`src/rtl/fetch_unit.sv`:
```
// rtl/fetch_unit.sv - instruction fetch stage with single-outstanding imem handshake
//
// Owns the program counter, issues one instruction-memory request at a time,
// and presents each fetched word (tagged with its address) to decode under a
// valid/ready handshake. Redirects (taken branch, jal, jalr) replace the pc
// and any fetch already in flight for the old path is discarded.
//
// Ports:
//   clk            in   1   clock, rising edge
//   rst_n          in   1   asynchronous active-low reset
//   imem_req       out  1   fetch request outstanding (registered)
//   imem_addr      out  32  fetch byte address, word aligned (registered)
//   imem_rvalid    in   1   one-cycle response strobe
//   imem_rdata     in   32  instruction word, valid with imem_rvalid
//   if_valid       out  1   if_instr/if_pc valid for decode (registered)
//   if_instr       out  32  instruction presented to decode
//   if_pc          out  32  address of if_instr
//   id_ready       in   1   decode accepts this cycle
//   redirect_valid in   1   redirect pulse
//   redirect_pc    in   32  redirect target, low two bits ignored

module fetch_unit #(
    parameter logic [31:0] RESET_PC  = 32'h0000_0000,
    parameter logic [31:0] NOP_INSTR = 32'h0000_0013
) (
    input  logic        clk,
    input  logic        rst_n,
    output logic        imem_req,
    output logic [31:0] imem_addr,
    input  logic        imem_rvalid,
    input  logic [31:0] imem_rdata,
    output logic        if_valid,
    output logic [31:0] if_instr,
    output logic [31:0] if_pc,
    input  logic        id_ready,
    input  logic        redirect_valid,
    input  logic [31:0] redirect_pc
);

    // IDLE : no request, one dead cycle before the next fetch goes out
    // FETCH: request outstanding on the current path
    // HOLD : instruction held for decode, memory quiet
    // DROP : request outstanding on a path already abandoned by a redirect
    typedef enum logic [1:0] {
        IDLE  = 2'd0,
        FETCH = 2'd1,
        HOLD  = 2'd2,
        DROP  = 2'd3
    } state_t;

    localparam logic [31:0] ALIGN_MASK = 32'hFFFF_FFFC;
    localparam logic [31:0] RESET_PC_A = RESET_PC & ALIGN_MASK;

    state_t      state_q;
    state_t      state_d;
    logic [31:0] pc_q;
    logic [31:0] pc_d;
    logic        req_d;
    logic [31:0] addr_d;
    logic        valid_d;
    logic [31:0] instr_d;
    logic [31:0] ifpc_d;
    logic [31:0] redirect_tgt;

    // Masking rather than slicing keeps every redirect_pc bit in use.
    assign redirect_tgt = redirect_pc & ALIGN_MASK;

    always_ff @(posedge clk or negedge rst_n) begin
        if (!rst_n) begin
            state_q   <= IDLE;
            pc_q      <= RESET_PC_A;
            imem_req  <= 1'b0;
            imem_addr <= RESET_PC_A;
            if_valid  <= 1'b0;
            if_instr  <= NOP_INSTR;
            if_pc     <= RESET_PC_A;
        end else begin
            state_q   <= state_d;
            pc_q      <= pc_d;
            imem_req  <= req_d;
            imem_addr <= addr_d;
            if_valid  <= valid_d;
            if_instr  <= instr_d;
            if_pc     <= ifpc_d;
        end
    end

    always_comb begin
        state_d = state_q;
        pc_d    = pc_q;
        req_d   = imem_req;
        addr_d  = imem_addr;
        valid_d = if_valid;
        instr_d = if_instr;
        ifpc_d  = if_pc;

        unique case (state_q)
            IDLE: begin
                // A late rvalid here belongs to nothing and is ignored.
                state_d = FETCH;
                req_d   = 1'b1;
                if (redirect_valid) begin
                    pc_d   = redirect_tgt;
                    addr_d = redirect_tgt;
                end else begin
                    addr_d = pc_q;
                end
            end

            FETCH: begin
                if (redirect_valid && imem_rvalid) begin
                    // Response arrives for the old path; nothing left in flight.
                    pc_d    = redirect_tgt;
                    req_d   = 1'b0;
                    state_d = IDLE;
                end else if (redirect_valid) begin
                    // Address must stay stable until the response, so the
                    // old request completes in DROP and is thrown away.
                    pc_d    = redirect_tgt;
                    state_d = DROP;
                end else if (imem_rvalid) begin
                    instr_d = imem_rdata;
                    ifpc_d  = imem_addr;
                    valid_d = 1'b1;
                    pc_d    = imem_addr + 32'd4;
                    req_d   = 1'b0;
                    state_d = HOLD;
                end
            end

            HOLD: begin
                // Redirect wins over id_ready: the held word is never handed over.
                if (redirect_valid) begin
                    valid_d = 1'b0;
                    pc_d    = redirect_tgt;
                    req_d   = 1'b1;
                    addr_d  = redirect_tgt;
                    state_d = FETCH;
                end else if (id_ready) begin
                    valid_d = 1'b0;
                    req_d   = 1'b1;
                    addr_d  = pc_q;
                    state_d = FETCH;
                end
            end

            DROP: begin
                if (redirect_valid) begin
                    pc_d = redirect_tgt;
                end
                if (imem_rvalid) begin
                    req_d   = 1'b0;
                    state_d = IDLE;
                end
            end

            default: begin
                state_d = IDLE;
                req_d   = 1'b0;
                valid_d = 1'b0;
            end
        endcase
    end

endmodule

```
`config.mk`:
```
export PLATFORM = sky130hd
export DESIGN_NAME = fetch_unit
export DESIGN_NICKNAME = d
export VERILOG_FILES = /design/src/rtl/fetch_unit.sv
export SDC_FILE = /design/constraint.sdc
export NUM_CORES = 1
export LEC_CHECK = 0
export ABC_AREA = 1
export CAP_MARGIN = 20
export CORE_MARGIN = 5
export CORE_UTILIZATION = 50
export DETAILED_ROUTE_END_ITERATION = 7
export GPL_TIMING_DRIVEN = 0
export HOLD_SLACK_MARGIN = 0.1
export MAX_ROUTING_LAYER = met4
export PLACE_DENSITY = 0.82
export SYNTH_ARGS = -nofsm -noshare
export SYNTH_HDL_FRONTEND = slang
export SYNTH_SLANG_ARGS = --single-unit
```
`constraint.sdc`:
```
create_clock -name clk -period 2.74 [get_ports clk]
set_clock_uncertainty 0.2 [all_clocks]
set_input_delay 0.411 -clock clk [delete_from_list [all_inputs] [get_ports clk]]
set_output_delay 0.411 -clock clk [all_outputs]
set_load 0.02 [all_outputs]
```
==> impl_metrics.py, run 1 <==
metrics = {
    "run_status": {
        "status": "finished, final reports clean",
    },
    "critical_path": {
        "critPathTopFamily": "buffers and inverters",
        "start_kind": "flop",
        "crit_chain": "clkdlybuf4s50_1",
        "worstPathMaxFanout": 7,
        "required_ns": 2.13,
        "crit_buf_inv": 1,
        "path_class": "reg -> out",
        "crit_slowest_cell": "clkdlybuf4s50_1",
        "cp_slowest_stage_delay_ns": 0.70,
        "end_kind": "output port",
        "arrival_ns": 1.62,
    },
    "yosys": {
        "synth-simple-area-share_pct": 21.0,
        "synth_area_sq_um": 6360,
        "synth_fp_nets": 803,
        "yosys-top-cells-count": "nand2_1 (180), dfrtp_1 (129), nor2_1 (90)",
        "synth.most_common_cell": "nand2_1",
        "synth_compound_area_share_pct": 12.2,
        "synth_xor_area_share_pct": 1.79,
        "synth-async-reset-ratio_pct": 100,
        "netlist_instances": 733,
        "synth_mux_area_share_pct": 6.90,
        "synth_adder_area_share_pct": 0.197,
        "ys_warn_count": 0,
        "yosysTopAreaCellShare_pct": 50.7,
        "yosys.area.top_type": "dfrtp_1",
        "synth_seq_cells": 132,
        "synth_edf_count": 0,
        "yosysSeqAreaShare_pct": 52.0,
        "synth_top_family_by_area": "simple AND/OR/NAND/NOR gates",
        "synthDistinctLibCells": 36,
        "avgSynthCellArea_sq_um": 8.68,
        "synth-main-ff-cell": "dfrtp_1",
        "netlist_top_cells_area": "dfrtp_1 (51%), nand2_1 (11%), mux2_2 (6.9%), nor2_1 (5.3%), o21ai_0 (4.9%)",
    },
    "sta": {
        "max-slew-margin-rel_pct": 59.9,
        "fin_ws_ns": 0.507,
        "period_minus_slack_ns": 2.23,
        "finalCritPeriodShare_pct": 81.5,
        "worst_slew_pin_slew_ns": 0.602,
        "final_max_slew_viol_count": 0,
        "hold_slack_ns": 0.266,
        "fmax_ghz": 0.448,
        "setup_viol": 0,
        "final_hold_viol_count": 0,
        "rsz0062_at_grt": "no",
        "setup_tns_ns": 0,
    },
    "clocking": {
        "tritoncts": "done",
        "clockRootBuffer": "clkbuf_16",
        "clk_pin_slew_ns": 0.05,
        "clock_sinks": 132,
        "cts_buffers": 17,
        "clock_latency_ns": 0.42,
        "post_cts_buffers": 0,
        "h-tree-depth": 4,
        "cts_buffer_depth": 2,
    },
    "floorplan": {
        "core_area_sq_um": 12600,
        "ios": 167,
        "num_rows": 41,
        "chipWidth_microns": 123,
        "dieArea_sq_um": 15100,
        "dieHeight_microns": 123,
        "initial_utilization_pct": 50.6,
    },
    "global_route": {
        "grt_max_degree": 94,
        "grt_pass1_wl_microns": 30200,
        "grt_pass1_vias": 5963,
        "antenna_found_initial": 0,
        "grt_overflow": 0,
        "grt_usage_pct": 27.0,
    },
    "layout": {
        "nets": 987,
        "area_delta_synth_final_pct": 38.4,
        "antenna_cells": 0,
        "drive_gt1_share_pct": 11.8,
        "stdcell_count": 1102,
        "fillerInstances": 968,
    },
    "placement": {
        "io_buffer_count": 163,
        "dp.final_hpwl_microns": 14000,
        "gp_congestion": 0.971,
        "post-place-ws_ns": 0.426,
        "dp.cells": 1069,
    },
    "power_and_ir_drop": {
        "powerDensity_nw_per_um2": 1090,
        "leakagePower_nw": 3.90,
        "vdd_drop_max_uv": 560,
        "power.total_mw": 9.63,
    },
    "hold_path": {
        "min_path_type": "in -> async",
    },
    "route": {
        "drtIter0Drc": 487,
        "drc_errors": 0,
        "num_vias": 6032,
        "wl_per_cell_microns": 17.6,
        "dr.pass1.iters": 5,
        "wirelength_microns": 19400,
        "ant_nets": 0,
        "via_per_inst": 5.47,
    },
    "job": {
        "drv_cap": 0,
    },
}
-- layout make-up --
class                           instances  area (sq um)  area share [%]
Buffer                                 35           189            2.15
Clock buffer                           24           482            5.47
Clock inverter                          8          76.3           0.867
Inverter                               50           188            2.13
Multi-Input combinational cell        516          2680            30.4
Sequential cell                       132          3310            37.5
Tap cell                              172           215            2.44
Timing Repair Buffer                  165          1670            19.0
-- power by group --
part	switching, mW	internal, mW	total, mW	leakage [nW]
clock	0.830	1.31	2.14	0.266
sequential	0.672	2.78	3.46	1.59
combinational	2.17	1.86	4.03	2.05
-- flip-flops by register name, indices dropped and copies added, names as in the netlist --
| name | flops |
|---|---|
| if_instr | 32 |
| if_valid | 1 |
| if_pc | 32 |
| pc_q | 32 |
| imem_req | 1 |
| imem_addr | 32 |
| state_q | 2 |
-- cell usage in the layout, fill, tap and decap left out, types with 16 or more instances in the layout --
cell,instances
a21oi_1,37
a31oi_1,27
buf_2,16
clkbuf_1,17
clkbuf_16,17
clkdlybuf4s50_1,162
dfrtp_1,129
inv_1,47
mux2_2,39
nand2_1,180
nand3_1,35
nor2_1,90
o21ai_0,62
-- through the flow --
stage                     utilization (%)  cell area (sq um)
after floorplan                         -               6360
final                                70.1               8810
after detailed placement             65.6               8240
after global routing                 70.1               8810
after CTS                            70.1               8810
after global placement               65.3               8210
-- final timing paths --
check,startpoint,to,slack (ns),cells after the start
setup / recovery,imem_addr[21],imem_addr[21],0.51,1
hold / removal,rst_n,if_pc[19],0.27,2
setup reg to reg,imem_addr[3],pc_q[22],0.73,9
hold reg to reg,if_pc[0],if_pc[0],0.29,2
max in group asynchronous,rst_n,if_instr[4],1.30,3
min in group clk,redirect_valid,if_valid,0.27,4
-- logic make-up (layout without fill, tap and decap cells) --
group | Yosys count | after routing
compound gates | 141 | 141
xor+xnor | 13 | 13
fa+ha+maj | 1 | 1
buf+inv | 85 | 282
flops | 132 | 132
mux | 39 | 39
simple gates | 322 | 322
-- routing by layer --
| metal | global-route usage, % | up-vias | part of all wire (%) |
|---|---|---|---|
| met3 | 6.04 | 46 | 9.8 |
| met1 | 33.1 | 2865 | 40 |
| met2 | 43.6 | 330 | 48 |
| met4 | 10.8 | 0 | 2.4 |
| met5 | - | - | 0 |
| li1 | - | 2791 | - |
-- what timing repair did --
action                    in CTS  in global routing
gates resized for setup        0                  0
hold endpoints to repair      39                  0
hold buffers                   1                  0
Power figures use the tool's default switching activity.
==> run 2: changes to the inputs <==
--- a/config.mk
+++ b/config.mk
@@ -8,12 +8,12 @@
 export ABC_AREA = 1
 export CAP_MARGIN = 20
 export CORE_MARGIN = 5
-export CORE_UTILIZATION = 50
+export CORE_UTILIZATION = 49
 export DETAILED_ROUTE_END_ITERATION = 7
 export GPL_TIMING_DRIVEN = 0
 export HOLD_SLACK_MARGIN = 0.1
 export MAX_ROUTING_LAYER = met4
-export PLACE_DENSITY = 0.82
+export PLACE_DENSITY = 0.8
 export SYNTH_ARGS = -nofsm -noshare
 export SYNTH_HDL_FRONTEND = slang
 export SYNTH_SLANG_ARGS = --single-unit
==> constraint.sdc (replaced) <==
create_clock -name clk -period 2.1 [get_ports clk]
set_clock_uncertainty 0.2 [all_clocks]
set_input_delay 0.315 -clock clk [delete_from_list [all_inputs] [get_ports clk]]
set_output_delay 0.315 -clock clk [all_outputs]
set_load 0.02 [all_outputs]
==> run 2 against run 1 <==
Global-route usage down 0.53 points. Clock power up 38%. Highest routed layer unchanged. Critical endpoint is now imem_addr[15]. Core utilization is essentially flat. Hold slack lost 0.090 ns. Non-clock buffer count rose by 1. Power up 31%. Die area grew 1.9%. Final cell count hardly changed. Flip-flop and latch count is the same.
==> impl_metrics.py, run 2 (synthesis gave the netlist of run 1 again) <==
metrics = {
    "run_status": {
        "status": "finished, final reports clean",
    },
    "critical_path": {
        "start_kind": "flop",
        "arrival_ns": 1.55,
        "cp_slowest_stage_delay_ns": 0.67,
        "reg2reg_to": "pc_q[16]",
        "worstPathMaxFanout": 6,
        "crit_slowest_cell": "clkdlybuf4s50_1",
        "rrSetupSlack_ns": 0.08,
        "r2r_start": "imem_addr[3]",
        "crit_chain": "clkdlybuf4s50_1",
        "path_class": "reg -> out",
        "critPathTopFamily": "buffers and inverters",
        "required_ns": 1.58,
        "crit_buf_inv": 1,
        "rr_worst_depth": 8,
        "end_kind": "output port",
    },
    "sta": {
        "setup_tns_ns": 0,
        "setup_viol": 0,
        "fmax_ghz": 0.484,
        "worst_slew_pin_slew_ns": 0.641,
        "final_hold_viol_count": 0,
        "finalCritPeriodShare_pct": 98.5,
        "rsz0062_at_grt": "yes",
        "max-slew-margin-rel_pct": 57.2,
        "final_max_slew_viol_count": 0,
        "period_minus_slack_ns": 2.07,
    },
    "global_route": {
        "grt_overflow": 0,
        "grt_pass1_wl_microns": 30100,
        "antenna_found_initial": 0,
        "grt_usage_pct": 26.5,
        "grt_pass1_vias": 5822,
        "grt_max_degree": 91,
    },
    "placement": {
        "place_area_sq_um": 8240,
        "dp.final_hpwl_microns": 14000,
        "io_buffer_count": 163,
        "gp_congestion": 0.940,
    },
    "floorplan": {
        "chipWidth_microns": 124,
        "ios": 167,
        "initial_utilization_pct": 50.2,
        "dieArea_sq_um": 15400,
        "core_area_sq_um": 12700,
        "num_rows": 41,
        "dieHeight_microns": 124,
    },
    "layout": {
        "drive_gt1_share_pct": 12.6,
        "final_area_sq_um": 8870,
        "layout_commonest_cell": "nand2_1",
        "antenna_cells": 0,
        "area_delta_synth_final_pct": 39.4,
        "final_cell_mix": "nand2_1 (180), clkdlybuf4s50_1 (152), dfrtp_1 (128)",
        "nets": 988,
    },
    "route": {
        "drtIter0Drc": 548,
        "wl_per_cell_microns": 17.4,
        "num_vias": 5923,
        "drc_errors": 0,
        "via_per_inst": 5.37,
        "ant_nets": 0,
        "wirelength_microns": 19200,
        "dr.pass1.iters": 5,
    },
    "power_and_ir_drop": {
        "p_int_mw": 7.90,
        "power.switching_mw": 4.75,
        "vdd_drop_max_uv": 624,
        "powerDensity_nw_per_um2": 1430,
        "seq_power_share_pct": 35.4,
        "pwr-share-comb_pct": 41.2,
        "leakagePower_nw": 4.02,
        "clkPwrFrac_pct": 23.3,
        "swShare_pct": 37.6,
    },
    "clocking": {
        "cts_buffer_depth": 2,
        "tritoncts": "done",
        "clock_sinks": 132,
        "cts_buffers": 17,
        "clockRootBuffer": "clkbuf_16",
        "h-tree-depth": 4,
        "clock_latency_ns": 0.42,
        "clk_pin_slew_ns": 0.05,
    },
    "job": {
        "drv_cap": 0,
    },
    "hold_path": {
        "min_path_type": "in -> async",
    },
}
==> run 2: cell count changes in the layout (fill, tap and decap cells not counted), sizes merged <==
cell | before | now
clkbuf | 37 | 35
dlymetal6s2s | 0 | 7
dlygate4sd2 | 0 | 3
buf | 24 | 25
clkinvlp | 3 | 0
clkdlybuf4s50 | 162 | 152
bufinv | 1 | 2
clkinv | 5 | 9
==> run 2: power groups by stage <==
stage                     clock, mW  sequential [mW]  combinational (mW)
after floorplan                   0             5.36                1.77
after global placement            0             4.46                5.13
after detailed placement          0             4.51                5.23
after CTS                      2.97             4.48                5.25
after global routing           3.10             4.63                5.62
final                          2.95             4.48                5.22
==> run 2: metrics by stage <==
| step | utilization [%] | hold slack [ns] | std cells | power (mW) | setup WS, ns |
|---|---|---|---|---|---|
| finish | 70.0 | 0.176 | 1103 | 12.6 | 0.0319 |
| global route | 70.0 | 0.197 | 1103 | 13.3 | -0.0229 |
| CTS | 69.7 | 0.164 | 1102 | 12.7 | 0.0129 |
| detailed placement | 65.0 | 0.0627 | 1069 | 9.74 | -0.144 |
| global placement | 64.8 | 0.268 | 1068 | 9.59 | -4.77 |
| floorplan | - | -0.181 | 733 | 7.14 | 0.330 |
==> run 2: worst max path at each step <==
stage / startpoint / to / slack [ns] / depth (start not counted)
6_report: imem_addr[15] / imem_addr[15] / 0.03 / 1
5_1_grt: imem_addr[3] / pc_q[16] / -0.02 / 8
4_1_cts: imem_addr[16] / imem_addr[16] / 0.01 / 1
3_5_place_dp: imem_rvalid / pc_q[21] / -0.14 / 7
3_3_place_gp: rst_n / imem_addr[3] / -4.77 / 1
2_1_floorplan: imem_addr[3] / pc_q[22] / 0.33 / 9
==> run 2: cell type report <==
type	instances	area [sq um]
Buffer	35	190
Tap cell	172	215
Clock inverter	10	104
Inverter	50	188
Fill cell	1005	3800
Timing Repair Buffer	166	1690
Clock buffer	22	484
Sequential cell	132	3310
Multi-Input combinational cell	516	2690
==> run 2: layer usage <==
metal	wire length [microns]	GRT usage [%]	up-vias
met5	0	-	-
met4	539	11.5	0
met3	1670	7.18	45
met2	9050	40.8	249
met1	7920	33.2	2833
li1	-	-	2796
==> run 2: timing repair <==
action,in CTS,in global routing
pin swaps,0,1
buffers inserted,0,1
gates resized for setup,4,12
hold endpoints to repair,131,0
hold buffers,1,0
setup endpoints to repair,4,11
